==> src/rtl/sdp_fifo_pkg.sv <==
// Shared sizing defaults and helpers for the SDP FIFO and its distributed RAM.
package sdp_fifo_pkg;

    localparam int unsigned FIFO_WIDTH = 32;
    localparam int unsigned FIFO_DEPTH = 16;

    // Registered status flags, all derived from the next-state pointers
    typedef struct packed {
        logic full;
        logic empty;
        logic almost_full;
    } fifo_flags_t;

    // Ceiling log2; returns 0 for n <= 1
    function automatic int unsigned clog2(input int unsigned n);
        int unsigned r;
        int unsigned v;
        r = 0;
        v = 1;
        while (v < n) begin
            v = v << 1;
            r = r + 1;
        end
        return r;
    endfunction

endpackage

==> src/rtl/sdp_fifo_dram.sv <==
// Simple-dual-port distributed RAM: synchronous write, combinational read with
// an optional two-stage registered read path.
module sdp_fifo_dram
    import sdp_fifo_pkg::*;
#(
    parameter int unsigned RAM_WIDTH       = FIFO_WIDTH,
    parameter int unsigned RAM_DEPTH       = FIFO_DEPTH,
    parameter string       RAM_PERFORMANCE = "LOW_LATENCY",
    localparam int unsigned AW             = clog2(RAM_DEPTH)
) (
    input  logic                 clk,
    input  logic                 we_i,
    input  logic [AW-1:0]        waddr_i,
    input  logic [RAM_WIDTH-1:0] wdata_i,
    input  logic [AW-1:0]        raddr_i,
    input  logic                 en_r_i,
    input  logic                 reg_ce_r_i,
    input  logic                 rst_r_i,
    output logic [RAM_WIDTH-1:0] rdata_o
);

    logic [RAM_WIDTH-1:0] mem_q [RAM_DEPTH];
    logic [RAM_WIDTH-1:0] rd_c;

    // Storage is never reset; only the pointers around it define validity
    always_ff @(posedge clk) begin
        if (we_i) begin
            mem_q[waddr_i] <= wdata_i;
        end
    end

    assign rd_c = mem_q[raddr_i];

    if (RAM_PERFORMANCE == "LOW_LATENCY") begin : g_low_latency
        logic unused_rd_ctrl;
        assign unused_rd_ctrl = &{1'b0, en_r_i, reg_ce_r_i, rst_r_i};
        assign rdata_o        = rd_c;
    end else begin : g_high_perf
        logic [RAM_WIDTH-1:0] ram_q;
        logic [RAM_WIDTH-1:0] dout_q;

        // Latch stage then output register with its own sync clear/enable
        always_ff @(posedge clk) begin
            if (en_r_i) begin
                ram_q <= rd_c;
            end
            if (rst_r_i) begin
                dout_q <= '0;
            end else if (reg_ce_r_i) begin
                dout_q <= ram_q;
            end
        end

        assign rdata_o = dout_q;
    end

endmodule

==> src/rtl/sdp_fifo.sv <==
// First-word-fall-through FIFO with valid/ready on both ends; pointers and
// status live here, storage is the SDP distributed RAM.
module sdp_fifo
    import sdp_fifo_pkg::*;
#(
    parameter int unsigned  DATA_WIDTH = FIFO_WIDTH,
    parameter int unsigned  DEPTH      = FIFO_DEPTH,
    parameter int unsigned  AF_LEVEL   = DEPTH - 2,
    localparam int unsigned AW         = clog2(DEPTH)
) (
    input  logic                  clk,
    input  logic                  rstn,
    input  logic                  flush,
    input  logic                  in_valid,
    output logic                  in_ready,
    input  logic [DATA_WIDTH-1:0] in_data,
    output logic                  out_valid,
    input  logic                  out_ready,
    output logic [DATA_WIDTH-1:0] out_data,
    output logic [AW:0]           count,
    output logic                  full,
    output logic                  empty,
    output logic                  almost_full
);

    localparam int unsigned PW = AW + 1;

    logic [PW-1:0] wr_ptr_q;
    logic [PW-1:0] wr_ptr_d;
    logic [PW-1:0] rd_ptr_q;
    logic [PW-1:0] rd_ptr_d;
    logic [PW-1:0] count_q;
    logic [PW-1:0] count_d;
    fifo_flags_t   flags_q;
    fifo_flags_t   flags_d;

    logic push_c;
    logic pop_c;
    logic ram_we_c;

    // Handshakes qualify only on registered status, so no valid->ready path
    assign push_c   = in_valid && !flags_q.full;
    assign pop_c    = out_ready && !flags_q.empty;
    assign ram_we_c = push_c && !flush;

    // Pointer next state; flush wins over any concurrent push or pop
    always_comb begin
        wr_ptr_d = wr_ptr_q;
        rd_ptr_d = rd_ptr_q;
        if (flush) begin
            wr_ptr_d = '0;
            rd_ptr_d = '0;
        end else begin
            if (push_c) begin
                wr_ptr_d = wr_ptr_q + PW'(1);
            end
            if (pop_c) begin
                rd_ptr_d = rd_ptr_q + PW'(1);
            end
        end
    end

    // Status computed from next pointers so the registered copy tracks them exactly
    always_comb begin
        count_d             = wr_ptr_d - rd_ptr_d;
        flags_d.empty       = (wr_ptr_d == rd_ptr_d);
        flags_d.full        = (wr_ptr_d[AW] != rd_ptr_d[AW])
                           && (wr_ptr_d[AW-1:0] == rd_ptr_d[AW-1:0]);
        flags_d.almost_full = (32'(count_d) >= AF_LEVEL);
    end

    always_ff @(posedge clk or negedge rstn) begin
        if (!rstn) begin
            wr_ptr_q            <= '0;
            rd_ptr_q            <= '0;
            count_q             <= '0;
            flags_q.full        <= 1'b0;
            flags_q.empty       <= 1'b1;
            flags_q.almost_full <= (AF_LEVEL == 0);
        end else begin
            wr_ptr_q <= wr_ptr_d;
            rd_ptr_q <= rd_ptr_d;
            count_q  <= count_d;
            flags_q  <= flags_d;
        end
    end

    sdp_fifo_dram #(
        .RAM_WIDTH       (DATA_WIDTH),
        .RAM_DEPTH       (DEPTH),
        .RAM_PERFORMANCE ("LOW_LATENCY")
    ) u_ram (
        .clk        (clk),
        .we_i       (ram_we_c),
        .waddr_i    (wr_ptr_q[AW-1:0]),
        .wdata_i    (in_data),
        .raddr_i    (rd_ptr_q[AW-1:0]),
        .en_r_i     (1'b1),
        .reg_ce_r_i (1'b1),
        .rst_r_i    (1'b0),
        .rdata_o    (out_data)
    );

    assign in_ready    = !flags_q.full;
    assign out_valid   = !flags_q.empty;
    assign count       = count_q;
    assign full        = flags_q.full;
    assign empty       = flags_q.empty;
    assign almost_full = flags_q.almost_full;

endmodule

==> config.mk <==
export PLATFORM = sky130hd
export DESIGN_NAME = sdp_fifo
export DESIGN_NICKNAME = d
export VERILOG_FILES = /design/src/rtl/sdp_fifo_pkg.sv /design/src/rtl/sdp_fifo_dram.sv /design/src/rtl/sdp_fifo.sv
export SDC_FILE = /design/constraint.sdc
export NUM_CORES = 1
export LEC_CHECK = 0
export BUFFER_PORTS_ARGS = -buffer_cell sky130_fd_sc_hd__buf_2
export CAP_MARGIN = 20
export CORE_UTILIZATION = 25
export CTS_CLUSTER_DIAMETER = 40
export DETAILED_ROUTE_END_ITERATION = 12
export GPL_TIMING_DRIVEN = 1
export SLEW_MARGIN = 15
export SYNTH_ARGS = -nofsm -noshare
export SYNTH_HDL_FRONTEND = slang
export SYNTH_HIERARCHICAL = 1
export SYNTH_SLANG_ARGS = --single-unit
export TNS_END_PERCENT = 1
==> constraint.sdc <==
create_clock -name clk -period 4.1 [get_ports clk]
set_input_delay 0.41 -clock clk [delete_from_list [all_inputs] [get_ports clk]]
set_output_delay 0.41 -clock clk [all_outputs]
set_load 0.03 [all_outputs]
==> impl_metrics.ini <==
[outcome]
outcome = completed

[critical_path]
worstPathArrival_ns = 2.88
reg2reg_slack_ns = 1.28
startpoint_type = flip-flop
path_max_fanout = 80
crit_type = reg -> out
cp-end-kind = primary output
reg2regPathDepth = 9
required_ns = 3.69

[die]
die_area_sq_um = 81700
ioPinCount = 79
core_sq_um = 79400
fp.dieW_microns = 286
start_util_pct = 25.4
die_h_microns = 286
rows = 103

[routing]
drt_iter0_markers = 722
dr.pass1.iters = 5
route.detailed.drc = 0
drt_wl_total_microns = 43900
antenna_left = 0
vias = 9394
viasPerCell = 4.41
wl_per_cell_microns = 20.6

[worst_hold_path]
holdPathStages = 2
min_path_type = in -> reg

[clocking]
clock_sink_count = 530
cts_max_path_buffers = 3
insertion_delay_ns = 0.59
cts_tree = yes
cts_buffers = 69
cts.repair.resized = 0
h-tree-depth = 3
cts_root_buffer = clkbuf_16
clkSlewWorstSetupHoldPaths_ns = 0.04

[power]
vdd_drop_max_uv = 346
total_leakage_power_uw = 0.00767
power_density_nw_per_um2 = 560
total_power_uw = 13700

[job]
cap_violations = 0

[sta]
worst_pin_slew_ns = 1.02
fin_crit_sh_pct = 80.1
min_period_ns = 3.29
clock_skew_ns = 0.0353
finalHoldViolCount = 0
drv_slew = 0
rsz0062_at_grt = false
hold_ws_ns = 0.169
slew_headroom_pct = 32.0
tns_ns = 0
setup_viol = 0
fmax_ghz = 0.304

[global_routing]
globalRoute.totalOverflow = 0
track_usage_pct = 10.8
antenna_found_initial = 4
grt_pass1_vias = 9967
grt_pass1_wl_microns = 65800
grt_max_degree = 81

[placement]
gp_congestion = 0.726
port_buffers = 78
dp.final_hpwl_microns = 25300

[finish]
area_growth_syn_to_layout_pct = 21.6
nNetsFinal = 1074
drive_gt1_share_pct = 34.8
fill_cells = 7627
multi_input_area_sq_um = 4190
ff_latch_area_sq_um = 15800
antenna_cells = 0
final_common_cell = edfxtp_1
final_cell_mix = edfxtp_1, mux4_2, buf_2, clkbuf_16, a22oi_1

[synthesis]
netlist_area_sq_um = 20100
netlist_instances = 894
ys_warn_count = 6
synth_nets = 938
syn_avg_cell_area_sq_um = 22.5
[what timing repair did]
item | 4_1_cts | 5_1_grt
hold buffers | 1 | 0
setup buffers | 0 | 0
endpoints found under the hold margin | 17 | 0
[path summary, 6_finish.rpt]
kind / from / endpoint
hold reg to reg: rd_ptr_q[4] / rd_ptr_q[4]
setup / recovery: rd_ptr_q[1] / out_data[2]
setup reg to reg: rd_ptr_q[1] / almost_full
min in group asynchronous: rstn / count[3]
hold / removal: flush / rd_ptr_q[4]
max in group asynchronous: rstn / rd_ptr_q[0]
[where the power goes]
part | total, uW | internal, uW | switching (uW)
logic | 1580 | 702 | 883
clock network | 6060 | 3790 | 2270
registers | 6070 | 6020 | 52.7
[per-stage QoR]
step,std cells,instance area [sq um],setup WS [ns],utilization (%)
after global placement,2004,22000,1.30,27.7
after CTS,2129,24500,0.731,30.8
after floorplan,894,20100,0.0290,-
final,2130,24500,0.815,30.9
after detailed placement,2007,22100,1.29,27.8
after global routing,2130,24500,0.676,30.9
[worst max-delay path, stage by stage (launching register included)]
cell and delay, ns:
dfrtp_4 0.74, buf_12 0.47, mux4_2 0.39, a22oi_1 0.22, nand2_1 0.20, buf_2 0.23
[layout make-up]
type                    instances  share of cell area, %
well taps                    1050                   5.36
repair buffers                109                   3.03
inverters                       9                  0.138
clock buffers                  76                   7.37
multi-input cells             311                   17.1
flip-flops and latches        530                   64.6
clock inverters                45                   2.38
[flip-flops by register name (all words and copies together), names as in the netlist]
signal	count
empty	1
full	1
wr_ptr_q	5
rd_ptr_q	5
u_ram/mem_q	512
count	5
almost_full	1
[layer usage]
| metal | GRT usage (%) | part of all wire [%] |
|---|---|---|
| met1 | 14.5 | 45 |
| met2 | 17.6 | 49 |
| met3 | 2.59 | 4.8 |
| met4 | 2.67 | 1.5 |
| met5 | 0 | 0.093 |
Power figures use the tool's default switching activity.
